[src/rtl/line_steer_ctrl_if.sv]
// Sensor/steering bundle between the line-following controller and its environment.
interface line_steer_ctrl_if;
    logic [5:0] sens;
    logic       direction;
    logic       enable;
    logic [3:0] dir;
    logic       dir_upd;
    logic [1:0] state_o;
    logic [7:0] isect_cnt;

    modport master (output sens, direction, enable,
                    input  dir, dir_upd, state_o, isect_cnt);
    modport slave  (input  sens, direction, enable,
                    output dir, dir_upd, state_o, isect_cnt);
endinterface

[src/rtl/line_steer_ctrl.sv]
// Line-following steering controller: sensor sync/debounce, track/intersection/lost FSM.
// Optional macro LOST_RECOVERY_EN: timed NINETY search toward the last correction side in LOST.
module line_steer_ctrl #(
    parameter int unsigned SYNC_STAGES      = 2,
    parameter int unsigned DEBOUNCE_CYCLES  = 250000,
    parameter int unsigned INTERSECT_CYCLES = 25000000,
    parameter int unsigned LOST_CYCLES      = 50000000,
    parameter int unsigned ACTIVE_LOW       = 1,
    parameter int unsigned TURN_HARD        = 1
) (
    input  logic              clk,
    input  logic              rst,
    line_steer_ctrl_if.slave  bus
);
    localparam int unsigned SYNC_N   = (SYNC_STAGES < 2) ? 2 : SYNC_STAGES;
    localparam int unsigned DEB_W    = (DEBOUNCE_CYCLES > 2) ? $clog2(DEBOUNCE_CYCLES) : 1;
    localparam int unsigned DEB_LAST = (DEBOUNCE_CYCLES > 2) ? DEBOUNCE_CYCLES - 2 : 0;
    // One timer serves both INTERSECT and LOST, so it is sized for the larger limit.
    localparam int unsigned TMR_MAX  = (LOST_CYCLES > INTERSECT_CYCLES) ? LOST_CYCLES : INTERSECT_CYCLES;
    localparam int unsigned TMR_W    = (TMR_MAX > 2) ? $clog2(TMR_MAX) : 1;

    localparam logic [3:0] D_PROCEED  = 4'b0000;
    localparam logic [3:0] D_VEER_R   = 4'b1001;
    localparam logic [3:0] D_HARD_R   = 4'b1010;
    localparam logic [3:0] D_NINETY_R = 4'b1011;
    localparam logic [3:0] D_VEER_L   = 4'b0101;
    localparam logic [3:0] D_HARD_L   = 4'b0110;
    localparam logic [3:0] D_NINETY_L = 4'b0111;
    localparam logic [3:0] D_STOP     = 4'b1111;
    localparam logic [3:0] R_CORR     = (TURN_HARD != 0) ? D_HARD_R : D_VEER_R;
    localparam logic [3:0] L_CORR     = (TURN_HARD != 0) ? D_HARD_L : D_VEER_L;
    localparam logic [5:0] POL_MASK   = (ACTIVE_LOW != 0) ? 6'h3F : 6'h00;

    typedef enum logic [1:0] {
        S_IDLE  = 2'b00,
        S_TRACK = 2'b01,
        S_ISECT = 2'b10,
        S_LOST  = 2'b11
    } state_t;

    logic [5:0]       sync_q [SYNC_N];
    logic [5:0]       s;
    logic [5:0]       cand;
    logic [5:0]       stable;
    logic [DEB_W-1:0] deb_cnt;
    logic             stable_evt;
    logic             fwd;
    logic             dir_evt;
    logic [1:0]       lead;
    logic [1:0]       mid;
    logic             evt;

    state_t           state, state_nx;
    logic [3:0]       dir_q, dir_nx;
    logic             upd_q;
    logic [7:0]       isect_q, isect_nx;
    logic [TMR_W-1:0] tmr, tmr_nx;
    logic             reeval, reeval_nx;
`ifdef LOST_RECOVERY_EN
    logic             last_left, last_left_nx;
`endif

    // Metastability synchroniser chain.
    always_ff @(posedge clk) begin
        if (rst) begin
            for (int i = 0; i < SYNC_N; i++) sync_q[i] <= '0;
        end else begin
            sync_q[0] <= bus.sens;
            for (int i = 1; i < SYNC_N; i++) sync_q[i] <= sync_q[i-1];
        end
    end

    assign s = sync_q[SYNC_N-1] ^ POL_MASK;

    // Debounce: stable follows s after DEBOUNCE_CYCLES consecutive equal samples.
    always_ff @(posedge clk) begin
        if (rst) begin
            cand       <= '0;
            stable     <= '0;
            deb_cnt    <= '0;
            stable_evt <= 1'b0;
            fwd        <= 1'b0;
            dir_evt    <= 1'b0;
        end else begin
            stable_evt <= 1'b0;
            fwd        <= bus.direction;
            dir_evt    <= (bus.direction != fwd);
            if (s != cand) begin
                cand    <= s;
                deb_cnt <= '0;
            end else if (cand != stable) begin
                if (deb_cnt >= DEB_W'(DEB_LAST)) begin
                    stable     <= cand;
                    deb_cnt    <= '0;
                    stable_evt <= 1'b1;
                end else begin
                    deb_cnt <= deb_cnt + DEB_W'(1);
                end
            end
        end
    end

    assign lead = fwd ? stable[5:4] : stable[1:0];
    assign mid  = stable[3:2];
    assign evt  = stable_evt | dir_evt;

    always_ff @(posedge clk) begin
        if (rst) begin
            state     <= S_IDLE;
            dir_q     <= D_STOP;
            upd_q     <= 1'b0;
            isect_q   <= '0;
            tmr       <= '0;
            reeval    <= 1'b0;
`ifdef LOST_RECOVERY_EN
            last_left <= 1'b0;
`endif
        end else begin
            state     <= state_nx;
            dir_q     <= dir_nx;
            upd_q     <= (dir_nx != dir_q);
            isect_q   <= isect_nx;
            tmr       <= tmr_nx;
            reeval    <= reeval_nx;
`ifdef LOST_RECOVERY_EN
            last_left <= last_left_nx;
`endif
        end
    end

    always_comb begin
        state_nx  = state;
        dir_nx    = dir_q;
        isect_nx  = isect_q;
        tmr_nx    = tmr;
        reeval_nx = 1'b0;
`ifdef LOST_RECOVERY_EN
        last_left_nx = last_left;
`endif
        if (!bus.enable) begin
            state_nx = S_IDLE;
            dir_nx   = D_STOP;
        end else begin
            case (state)
                S_IDLE: begin
                    dir_nx    = D_STOP;
                    state_nx  = S_TRACK;
                    reeval_nx = 1'b1;
                end
                S_TRACK: begin
                    if (evt || reeval) begin
                        case (lead)
                            2'b11: dir_nx = D_PROCEED;
                            2'b10: begin
                                dir_nx = R_CORR;
`ifdef LOST_RECOVERY_EN
                                last_left_nx = 1'b0;
`endif
                            end
                            2'b01: begin
                                dir_nx = L_CORR;
`ifdef LOST_RECOVERY_EN
                                last_left_nx = 1'b1;
`endif
                            end
                            default: begin
                                dir_nx   = D_PROCEED;
                                tmr_nx   = '0;
                                state_nx = S_ISECT;
                            end
                        endcase
                    end
                end
                S_ISECT: begin
                    tmr_nx = tmr + TMR_W'(1);
                    if (mid == 2'b11) begin
                        dir_nx   = D_STOP;
                        isect_nx = isect_q + 8'd1;
                        state_nx = S_TRACK;
                    end else if (lead != 2'b00 || dir_evt) begin
                        state_nx  = S_TRACK;
                        reeval_nx = 1'b1;
                    end else if (tmr == TMR_W'(INTERSECT_CYCLES - 1)) begin
                        state_nx = S_LOST;
                        tmr_nx   = '0;
`ifdef LOST_RECOVERY_EN
                        dir_nx   = last_left ? D_NINETY_L : D_NINETY_R;
`else
                        dir_nx   = D_STOP;
`endif
                    end else if (mid == 2'b01) begin
                        dir_nx = fwd ? D_NINETY_L : D_NINETY_R;
                    end else if (mid == 2'b10) begin
                        dir_nx = fwd ? D_NINETY_R : D_NINETY_L;
                    end
                end
                S_LOST: begin
                    if (lead != 2'b00) begin
                        state_nx  = S_TRACK;
                        reeval_nx = 1'b1;
                    end else begin
`ifdef LOST_RECOVERY_EN
                        // Keep turning until LOST_CYCLES of NINETY have been issued.
                        if (tmr < TMR_W'(LOST_CYCLES - 1)) begin
                            tmr_nx = tmr + TMR_W'(1);
                            dir_nx = last_left ? D_NINETY_L : D_NINETY_R;
                        end else begin
                            dir_nx = D_STOP;
                        end
`else
                        dir_nx = D_STOP;
`endif
                    end
                end
            endcase
        end
    end

    assign bus.dir       = dir_q;
    assign bus.dir_upd   = upd_q;
    assign bus.state_o   = state;
    assign bus.isect_cnt = isect_q;
endmodule

[src/flat_wrapper.sv]
// flat-port wrapper written by rule: the top's interface ports become plain ports
module line_steer_ctrl_flat 
#(
    parameter int unsigned SYNC_STAGES      = 2,
    parameter int unsigned DEBOUNCE_CYCLES  = 250000,
    parameter int unsigned INTERSECT_CYCLES = 25000000,
    parameter int unsigned LOST_CYCLES      = 50000000,
    parameter int unsigned ACTIVE_LOW       = 1,
    parameter int unsigned TURN_HARD        = 1
)
  (clk, rst, bus_sens, bus_direction, bus_enable, bus_dir, bus_dir_upd, bus_state_o, bus_isect_cnt);
  line_steer_ctrl_if bus_i ();
  input  logic clk;
  input  logic rst;
  input wire logic [$bits(bus_i.sens)-1:0] bus_sens;
  input wire logic [$bits(bus_i.direction)-1:0] bus_direction;
  input wire logic [$bits(bus_i.enable)-1:0] bus_enable;
  output wire logic [$bits(bus_i.dir)-1:0] bus_dir;
  output wire logic [$bits(bus_i.dir_upd)-1:0] bus_dir_upd;
  output wire logic [$bits(bus_i.state_o)-1:0] bus_state_o;
  output wire logic [$bits(bus_i.isect_cnt)-1:0] bus_isect_cnt;
  assign bus_i.sens = bus_sens;
  assign bus_i.direction = bus_direction;
  assign bus_i.enable = bus_enable;
  assign bus_dir = bus_i.dir;
  assign bus_dir_upd = bus_i.dir_upd;
  assign bus_state_o = bus_i.state_o;
  assign bus_isect_cnt = bus_i.isect_cnt;
  line_steer_ctrl #(.SYNC_STAGES(SYNC_STAGES), .DEBOUNCE_CYCLES(DEBOUNCE_CYCLES), .INTERSECT_CYCLES(INTERSECT_CYCLES), .LOST_CYCLES(LOST_CYCLES), .ACTIVE_LOW(ACTIVE_LOW), .TURN_HARD(TURN_HARD)) u_core (.clk(clk), .rst(rst), .bus(bus_i));
endmodule
[config.mk]
export PLATFORM = sky130hd
export DESIGN_NAME = line_steer_ctrl_flat
export DESIGN_NICKNAME = d
export VERILOG_FILES = /design/src/rtl/line_steer_ctrl_if.sv /design/src/rtl/line_steer_ctrl.sv /design/src/flat_wrapper.sv
export SDC_FILE = /design/constraint.sdc
export NUM_CORES = 1
export LEC_CHECK = 0
export ABC_AREA = 1
export BUFFER_PORTS_ARGS = -buffer_cell sky130_fd_sc_hd__buf_2
export CAP_MARGIN = 20
export CELL_PAD_IN_SITES_DETAIL_PLACEMENT = 1
export CELL_PAD_IN_SITES_GLOBAL_PLACEMENT = 2
export CORE_MARGIN = 8
export CORE_UTILIZATION = 37
export CTS_BUF_LIST = sky130_fd_sc_hd__clkbuf_16
export DETAILED_ROUTE_END_ITERATION = 8
export PLACE_DENSITY = 0.95
export RECOVER_POWER = 100
export SYNTH_ARGS = -nofsm -noshare
export SYNTH_HDL_FRONTEND = slang
export SYNTH_SLANG_ARGS = --single-unit
[constraint.sdc]
create_clock -name clk -period 4.7 [get_ports clk]
set_input_delay 1.41 -clock clk [delete_from_list [all_inputs] [get_ports clk]]
set_output_delay 1.41 -clock clk [all_outputs]
set_load 0.05 [all_outputs]
==> results of run 1 <==
stage by stage:
stage,utilization,area [um^2],hold WS (ns)
final,0.417,4990,0.412
after global routing,0.417,4990,0.426
after CTS,0.424,5070,0.415
after detailed placement,0.398,4760,0.406
after global placement,0.398,4760,0.391
after floorplan,-,4510,0.388
layout make-up:
type                    count  area, um^2  share of cell area
clock buffers               9         225              0.0451
clock inverters             7        83.8              0.0168
inverters                  99         372              0.0745
multi-input cells         451        2280               0.457
flip-flops and latches     87        1740               0.349
well taps                 147         184              0.0369
repair buffers             25         104              0.0208
power groups by stage:
| stage | Sequential, mW | Clock, mW | Combinational [mW] |
|---|---|---|---|
| 6_report | 0.763 | 0.735 | 0.112 |
| 5_1_grt | 0.765 | 0.782 | 0.125 |
| 4_1_cts | 0.763 | 0.751 | 0.118 |
| 3_5_place_dp | 0.780 | 0 | 0.116 |
| 3_3_place_gp | 0.779 | 0 | 0.111 |
| 2_1_floorplan | 0.790 | 0 | 0.0736 |
metal layers:
layer / wire length [um] / share of wire / track usage
met2: 6500 / 0.53 / 0.301
met5: 0 / 0 / 0
met4: 241 / 0.020 / 0.0637
met1: 5230 / 0.43 / 0.167
met3: 276 / 0.023 / 0.0276
synthesized netlist by cell type (2+ instances only):
| cell type | number | area [um^2] |
|---|---|---|
| nand2_1 | 115 | 432 |
| nor2_1 | 101 | 379 |
| inv_1 | 95 | 357 |
| dfxtp_1 | 87 | 1740 |
| nand3_1 | 50 | 250 |
| a21oi_1 | 45 | 225 |
| o21ai_0 | 27 | 135 |
| nor3_1 | 21 | 105 |
| ha_1 | 13 | 163 |
| nand4_1 | 12 | 75.1 |
| xor2_1 | 9 | 78.8 |
| xnor2_1 | 7 | 61.3 |
| o21a_1 | 5 | 37.5 |
| clkbuf_1 | 4 | 15.0 |
| inv_2 | 4 | 15.0 |
| nand2_4 | 4 | 45.0 |
| nor3_2 | 4 | 40.0 |
| nor3b_1 | 4 | 30.0 |
| nor3b_2 | 4 | 50.1 |
| a211oi_1 | 3 | 22.5 |
| buf_2 | 3 | 15.0 |
| nand3_2 | 3 | 30.0 |
| nand3b_1 | 3 | 22.5 |
| nor4_1 | 3 | 18.8 |
| or2_0 | 3 | 18.8 |
| buf_6 | 2 | 22.5 |
| nand2_2 | 2 | 12.5 |
| nor2_2 | 2 | 12.5 |
| o211a_1 | 2 | 20.0 |
| or2_2 | 2 | 12.5 |
worst max-delay path by stage:
stage / cells after the start / slack [ns] / from / to
2_1_floorplan: 7 / 2.23 / bus_enable / u_core.bus.isect_cnt[7]
3_3_place_gp: 6 / 1.96 / rst / u_core.tmr[17]
4_1_cts: 13 / 2.04 / u_core.fwd / u_core.tmr[16]
5_1_grt: 6 / 1.04 / rst / u_core.deb_cnt[15]
3_5_place_dp: 12 / 1.87 / bus_enable / u_core.bus.dir_upd
6_report: 6 / 1.26 / rst / u_core.deb_cnt[15]
critical path, delay by kind of cell:
kind            cells  cell delay, ns
compound gates      1            0.12
simple gates        3            0.92
buf+inv             2            1.21
cell families after synthesis:
kind of cell / count (synthesis)
AOI/OAI and AO/OA: 85
xor gates and xnor gates: 16
adders and majority gates: 13
buffers and inverters: 109
DFF: 87
and+or+nand+nor: 337
registers in the layout, summed over array words and instances (netlist names):
| name | cells |
|---|---|
| u_core.deb_cnt | 18 |
| u_core.bus.dir | 4 |
| u_core.dir_evt | 1 |
| u_core.stable_evt | 1 |
| u_core.bus.state_o | 2 |
| u_core.bus.dir_upd | 1 |
| u_core.sync_q | 12 |
| u_core.tmr | 26 |
| u_core.fwd | 1 |
| u_core.stable | 6 |
| u_core.reeval | 1 |
| u_core.bus.isect_cnt | 8 |
| u_core.cand | 6 |
==> out/qor.yml, run 1 <==
status: "finished, violations left"
violations: "max-capacitance violations, max-slew violations"
wl_per_cell_um: 14.8
period_minus_slack_ns: 3.44
leakage_nw: 1.98
clock.fmax_mhz: 291
ir_worst_vdd_uv: 140
fin_cells: 825
clock_path_buffers: 2
dieArea_mm2: 0.0160
power_density_mw_per_mm2: 323
skew_ns: 0.00557
vias: 4249
antenna_left: 0
cp-start-kind: "input pin"
fillers: 1552
dp_hpwl_mm: 9.22
synth_top_family_by_area: "simple AND/OR/NAND/NOR gates"
cts_tree: "done"
internal_power_mw: 1.17
cts_resized: 0
cp_data_arrival_time_ns: 3.68
drc: 0
setup_slack_ns: 1.26
syn_nets: 670
initial_core_util: 0.377
hp-class: "flip-flop to flip-flop"
synth_cell_types: 38
net-switching-power_mw: 0.444
dp_slack_ns: 1.87
synth_ff_type: "dfxtp_1"
hold_viol_final: 0
cp_slowest_cell: "clkbuf_1"
die_w_um: 126
antenna_found_initial: 0
via_per_inst: 5.15
syn_area_mm2: 0.00451
path_cells: "buf_2 > clkbuf_1 > nor2_1 > nand2_1 > nor2_1 > o21a_1"
synth-edff-count: 0
cts.sinks: 87
critPathKind: "input pin to flip-flop"
min_to: "u_core.sync_q[0][7]"
drt_iter0_markers: 233
area_delta_synth_final_pct: 10.7
ys_ff_latch: 87
grt.overflow.total: 0
ios: 25
worstMarginPinSlew_ns: 1.56
reg2reg_depth: 12
rows: 40
numPortBuffers: 24
r2r-start: "u_core.fwd"
syn_area_per_cell_um2: 6.97
grt_pass1_wl_mm: 20.8
seqPwrFrac: 0.474
rsz0062_at_grt: "false"
cts_setup_buffers: 0
ys_seq_area_frac: 0.386
hold_depth: 2
cts_root_buffer: "clkbuf_16"
first_pass_iters: 4
place_congestion: 0.817
mostFrequentLayoutCells: "118 x nand2_1, 102 x nor2_1, 97 x inv_1, 87 x dfxtp_1, 51 x nand3_1"
endpoint_kind: "flip-flop"
drv_cap: 1
fin_total_pwr_mw: 1.61
async_flop_share: 0
synth-simple-area-share: 0.349
setup_viol: 0
slowest_delay_ns: 1.12
grt_pass1_vias: 4591
place_inst: 809
cts_made_buffers: 9
clkPwrFrac: 0.457
synth_compound_area_frac: 0.102
path_max_fanout: 35
clk_pin_slew_ns: 0.07
h-tree-depth: 3
final_common_cell: "nand2_1"
syn_inst: 647
grt.total_usage: 0.158
synthMuxAreaShare: 0
n_antenna_cell: 0
synth-adder-area-share: 0.0361
reg2reg_to: "u_core.tmr[20]"
drive_gt1_frac: 0.0590
final_max_slew_viol_count: 36
die_y_um: 126
tns_ns: 0
synth_xor_area_frac: 0.0311
wl_mm: 12.2
cpMostUsedCell: "nor2_1"
ys_warn_count: 0
clk_latency_ns: 0.35
hold_start: "u_core.sync_q[0][1]"
relSlewSlack: -0.0385
post-route-period-util: 0.732
swShare: 0.276
combPwrFrac: 0.069
postCtsHoldBufs: 0
required_ns: 4.95
coreArea_mm2: 0.0120
grt_max_degree: 36
reg2reg_slack_ns: 1.41
fin_nets: 696
Note: power is estimated with default switching activity, not from simulation.
==> run 2, diff against run 1 <==
CORE_UTILIZATION = 35   (was 37)
PLACE_DENSITY = 0.92   (was 0.95)
clock period = 3.3 ns   (was 4.7 ns; I/O delays follow)
==> out/qor.yml, run 2 (synthesis results as in run 1) <==
ios: 25  # unchanged
setup_slack_ns: 0.520  # -0.742 ns
fin_nets: 696  # unchanged
place_inst: 834  # +3.1%
hold_viol_final: 0  # unchanged
post-route-period-util: 0.842
reg2reg_depth: 12  # unchanged
setup_viol: 0  # unchanged
ir_worst_vdd_uv: 319  # +130%
die_y_um: 130  # +2.5%
first_pass_iters: 4  # unchanged
cts_resized: 0  # unchanged
hold_start: "u_core.sync_q[0][0]"
path_cells: "inv_1 > or2_2 > o21ai_0 > ha_1 > nand2_1 > nand2_1 > nand3_2 > inv_1 > nand2_1 > nand2_4 > inv_1 > and3_1"
grt_pass1_vias: 4483  # -2.4%
reg2reg_slack_ns: 0.52  # -0.89 ns
cts_root_buffer: "clkbuf_16"
clock_path_buffers: 2  # unchanged
utilization: 0.399  # -0.0181
required_ns: 3.54  # -1.41 ns
initial_core_util: 0.357  # -0.0197
coreArea_mm2: 0.0126  # +5.5%
clk_latency_ns: 0.35  # about the same
h-tree-depth: 3  # unchanged
r2r-start: "u_core.fwd"
cts_made_buffers: 9  # unchanged
hp-class: "flip-flop to flip-flop"
cp_data_arrival_time_ns: 3.02  # -0.66 ns
dpl-instance-area_mm2: 0.00480  # +0.66%
relSlewSlack: -0.136  # -0.0973
drv_cap: 1  # unchanged
worstMarginPinSlew_ns: 1.70  # +0.146 ns
area_delta_synth_final_pct: 11.7
violations: "max-capacitance violations, max-slew violations"
largest-register: "u_core.tmr"
cts_tree: "done"
final_common_cell: "nand2_1"
finalInstanceArea_mm2: 0.00504  # +0.93%
swShare: 0.273  # -0.00279
reg2reg_to: "u_core.tmr[20]"
numPortBuffers: 24  # unchanged
internal_power_mw: 1.65  # +42%
dieArea_mm2: 0.0168  # +5.0%
skew_ns: 0.00667  # +0.00110 ns
clock.fmax_mhz: 360
grt_max_degree: 36  # unchanged
hold_ws_ns: 0.404  # -0.00839 ns
postCtsHoldBufs: 0  # unchanged
grt.total_usage: 0.153  # -0.00480
rows: 41  # +2.5%
period_minus_slack_ns: 2.78
net-switching-power_mw: 0.622  # +40%
largest_reg_flops: 26  # unchanged
slowest_delay_ns: 0.39  # -0.73 ns
cts.sinks: 87  # unchanged
cp-start-kind: "flip-flop"
crit_buf_inv: 3  # +1
cts_setup_buffers: 0  # unchanged
power_density_mw_per_mm2: 452  # +40%
grt.overflow.total: 0  # unchanged
place_congestion: 0.839  # +2.6%
path_max_fanout: 13  # -63%
critPathTopFamily: "simple AND/OR/NAND/NOR gates"
fillers: 1681  # +8.3%
n_antenna_cell: 0  # unchanged
vias: 4201  # -1.1%
clkPwrFrac: 0.452  # -0.005
clk_pin_slew_ns: 0.07  # about the same
cp_slowest_cell: "dfxtp_1"
rsz0062_at_grt: "false"
min_to: "u_core.sync_q[0][6]"
dp_slack_ns: 0.746  # -1.12 ns
fin_total_pwr_mw: 2.28  # +41%
wl_per_cell_um: 14.0  # -5.8%
top_regs: "u_core.tmr x26, u_core.deb_cnt x18, u_core.sync_q x12"
tns_ns: 0  # unchanged
drt_iter0_markers: 169  # -27%
leakage_nw: 1.98  # about the same
wl_mm: 11.9  # -2.9%
antenna_left: 0  # unchanged
critPathKind: "flip-flop to flip-flop"
hold_depth: 2  # unchanged
dp_hpwl_mm: 9.11  # -1.1%
antenna_found_initial: 0  # unchanged
drc: 0  # unchanged
drive_gt1_frac: 0.0664  # +0.00737
final_max_slew_viol_count: 36  # unchanged
mostFrequentLayoutCells: "116 x nand2_1, 101 x nor2_1, 97 x inv_1, 87 x dfxtp_1, 50 x nand3_1"
grt_pass1_wl_mm: 20.7  # -0.47%
seqPwrFrac: 0.477  # +0.003
combPwrFrac: 0.070  # about the same
status: "finished, violations left"
fin_cells: 850  # +3.0%
endpoint_kind: "flip-flop"
via_per_inst: 4.94  # -4.0%
die_w_um: 130  # +2.5%
run 2: changes by cell type in the layout (fill, tap and decap cells not counted), sizes merged:
cell	previous run	this run
buf	8	9
clkinv	3	2
clkbuf	26	25
clkinvlp	0	1
run 2: routing by layer:
metal  vias to the layer above  track usage  wire length [um]
met5                         -            0                 0
met4                         0       0.0697               289
met3                        16       0.0263               302
met2                        47        0.271              5970
met1                      2009        0.176              5330
li1                       2129            -                 -
run 2: power groups by stage:
stage	Clock [mW]	Sequential, mW	Combinational, mW
floorplan	0	1.13	0.105
global placement	0	1.11	0.158
detailed placement	0	1.11	0.165
CTS	1.07	1.09	0.166
global route	1.09	1.09	0.181
finish	1.03	1.09	0.160
run 2: area by class of cell:
type | instances | area, um^2 | area share
tap | 172 | 215 | 0.0427
clock inverter | 7 | 75.1 | 0.0149
clock buffer | 9 | 225 | 0.0447
sequential | 87 | 1740 | 0.346
inverter | 99 | 372 | 0.0738
timing repair buffer | 25 | 105 | 0.0209
multi-input combinational | 451 | 2300 | 0.457
run 2: worst max-delay path by stage:
stage	from	end	slack (ns)	cells past startpoint
3_5_place_dp	u_core.fwd	u_core.tmr[16]	0.75	13
3_3_place_gp	u_core.fwd	u_core.tmr[16]	0.90	13
4_1_cts	u_core.fwd	u_core.tmr[16]	0.74	13
5_1_grt	u_core.fwd	u_core.tmr[23]	0.22	13
2_1_floorplan	u_core.bus.state_o[1]	u_core.tmr[25]	1.15	11
6_report	u_core.fwd	u_core.tmr[20]	0.52	12
run 2: tightest hold or removal path: cells and delay by family, from the launching register on:
| kind | cells | cell delay (ns) |
|---|---|---|
| DFF | 1 | 0.30 |
| and+or+nand+nor | 1 | 0.03 |
| buffers and inverters | 1 | 0.04 |
==> run 3, diff against run 2 <==
CORE_UTILIZATION = 31   (was 35)
PLACE_DENSITY = 0.87   (was 0.92)
clock period = 2.3 ns   (was 3.3 ns; I/O delays follow)
==> out/qor.yml, run 3 (synthesis results as in run 1) <==
final_max_slew_viol_count: 0  # -100%
mostFrequentLayoutCells: "111 x nand2_1, 97 x nor2_1, 97 x inv_1, 86 x dfxtp_1, 49 x nand3_1"
cp_data_arrival_time_ns: 2.39  # -0.63 ns
n_antenna_cell: 0  # unchanged
via_per_inst: 4.92  # -0.41%
initial_core_util: 0.314  # -0.0435
post-route-period-util: 0.930  # +0.0881
regArea_mm2: 0.00174  # about the same
multiInputGateArea_mm2: 0.00238  # +3.4%
rows: 44  # +7.3%
period_minus_slack_ns: 2.14  # -0.640 ns
drc: 0  # unchanged
hp-class: "flip-flop to flip-flop"
numPortBuffers: 24  # unchanged
ios: 25  # unchanged
cts_root_buffer: "clkbuf_16"
grt.total_usage: 0.134  # -0.0186
cts.sinks: 87  # unchanged
die_w_um: 137  # +5.5%
vias: 4302  # +2.4%
fin_nets: 708  # +1.7%
cts_made_buffers: 9  # unchanged
h-tree-depth: 3  # unchanged
fillers: 1829  # +8.8%
antenna_found_initial: 0  # unchanged
drive_gt1_frac: 0.104  # +0.0380
wl_per_cell_um: 13.8  # -1.2%
first_pass_iters: 4  # unchanged
cts_tree: "done"
grt_pass1_vias: 4353  # -2.9%
ir_worst_vdd_uv: 433  # +36%
power_density_mw_per_mm2: 615  # +36%
rsz0062_at_grt: "false"
clock_path_buffers: 2  # unchanged
antenna_left: 0  # unchanged
cp-start-kind: "flip-flop"
dpl-instance-area_mm2: 0.00488  # +1.7%
area_delta_synth_final_pct: 15.2
top_regs: "u_core.tmr x26, u_core.deb_cnt x18, u_core.sync_q x12"
postCtsHoldBufs: 0  # unchanged
grt_max_degree: 30  # -17%
relSlewSlack: 0.218  # +0.354
dieArea_mm2: 0.0187  # +11%
largest-register: "u_core.tmr"
grt_pass1_wl_mm: 20.4  # -1.4%
required_ns: 2.55  # -0.99 ns
largest_reg_flops: 26  # unchanged
endpoint_kind: "flip-flop"
die_y_um: 137  # +5.5%
grt.overflow.total: 0  # unchanged
drv_cap: 0  # -1
leakage_nw: 2.04  # +2.9%
hold_viol_final: 0  # unchanged
status: "completed"
final_common_cell: "nand2_1"
place_congestion: 0.881  # +5.1%
wl_mm: 12.1  # +1.6%
worstMarginPinSlew_ns: 1.17  # -0.531 ns
clk_pin_slew_ns: 0.06  # about the same
drt_iter0_markers: 155  # -8.3%
clock.fmax_mhz: 467  # +30%
finalInstanceArea_mm2: 0.00519  # +3.2%
clk_latency_ns: 0.35  # about the same
path_max_fanout: 6  # -7
dp_hpwl_mm: 9.21  # +1.0%
coreArea_mm2: 0.0144  # +14%
skew_ns: 0.00520  # -0.00147 ns
tns_ns: 0  # unchanged
critPathKind: "flip-flop to flip-flop"
setup_viol: 0  # unchanged
## run 3: cell types whose count changed in the layout (fill, tap and decap cells not counted), sizes merged
cell,change
inv,-1
clkinvlp,+1
buf,+10
clkbuf,+2
## run 3: layer usage
metal  wire length [um]  vias up  GRT usage  part of all wire
met1               5370     2060      0.160              0.44
met4                261        0     0.0537             0.022
met2               6080       71      0.232              0.50
met5                  0        -          0                 0
li1                   -     2146          -                 -
met3                360       25     0.0268             0.030
## run 3: metrics by stage
stage          hold WS (ns)  total power [mW]  worst slack, ns  utilization  cells
2_1_floorplan         0.388              1.77            0.146            -    647
3_3_place_gp          0.394              1.83            0.146        0.340    855
3_5_place_dp          0.401              1.84           0.0412        0.340    855
4_1_cts               0.411              3.23           0.0298        0.359    871
5_1_grt               0.431              3.33          0.00513        0.362    874
6_report              0.405              3.19            0.160        0.362    874
## run 3: final timing paths
kind / from / end / slack [ns] / cells after the start
worst max-delay path: u_core.fwd / u_core.tmr[16] / 0.16 / 14
worst min-delay path: u_core.sync_q[0][0] / u_core.sync_q[0][6] / 0.40 / 2
worst max register to register: u_core.fwd / u_core.tmr[16] / 0.16 / 14
worst min register to register: u_core.sync_q[0][0] / u_core.sync_q[0][6] / 0.40 / 2
## run 3: repair_timing
action,in CTS,in global routing
resized for setup,0,25
setup buffers,0,3
endpoints found under the setup margin,0,22
## run 3: power by group
part	switching, mW	internal [mW]	leakage, nW	total (mW)
clock network	0.640	0.734	0.131	1.37
registers	0.0242	1.54	0.707	1.56
logic	0.174	0.0860	1.20	0.260
## run 3: critical path, cell delays in order, from the launching register on
cell	delay (ns)
dfxtp_2	0.33
inv_1	0.04
or2_2	0.27
o21ai_2	0.06
buf_4	0.14
ha_1	0.14
nand2_1	0.06
nand2_2	0.08
nand3_4	0.14
nor2_2	0.16
nand3_1	0.17
o21ai_4	0.23
nand3_1	0.10
nand2_1	0.08
inv_1	0.03
## run 3: area by class of cell
class / count / share of cell area
inverters: 99 / 0.0720
repair buffers: 37 / 0.0371
well taps: 184 / 0.0443
multi-input cells: 451 / 0.458
flip-flops and latches: 87 / 0.336
clock inverters: 7 / 0.00939
clock buffers: 9 / 0.0434
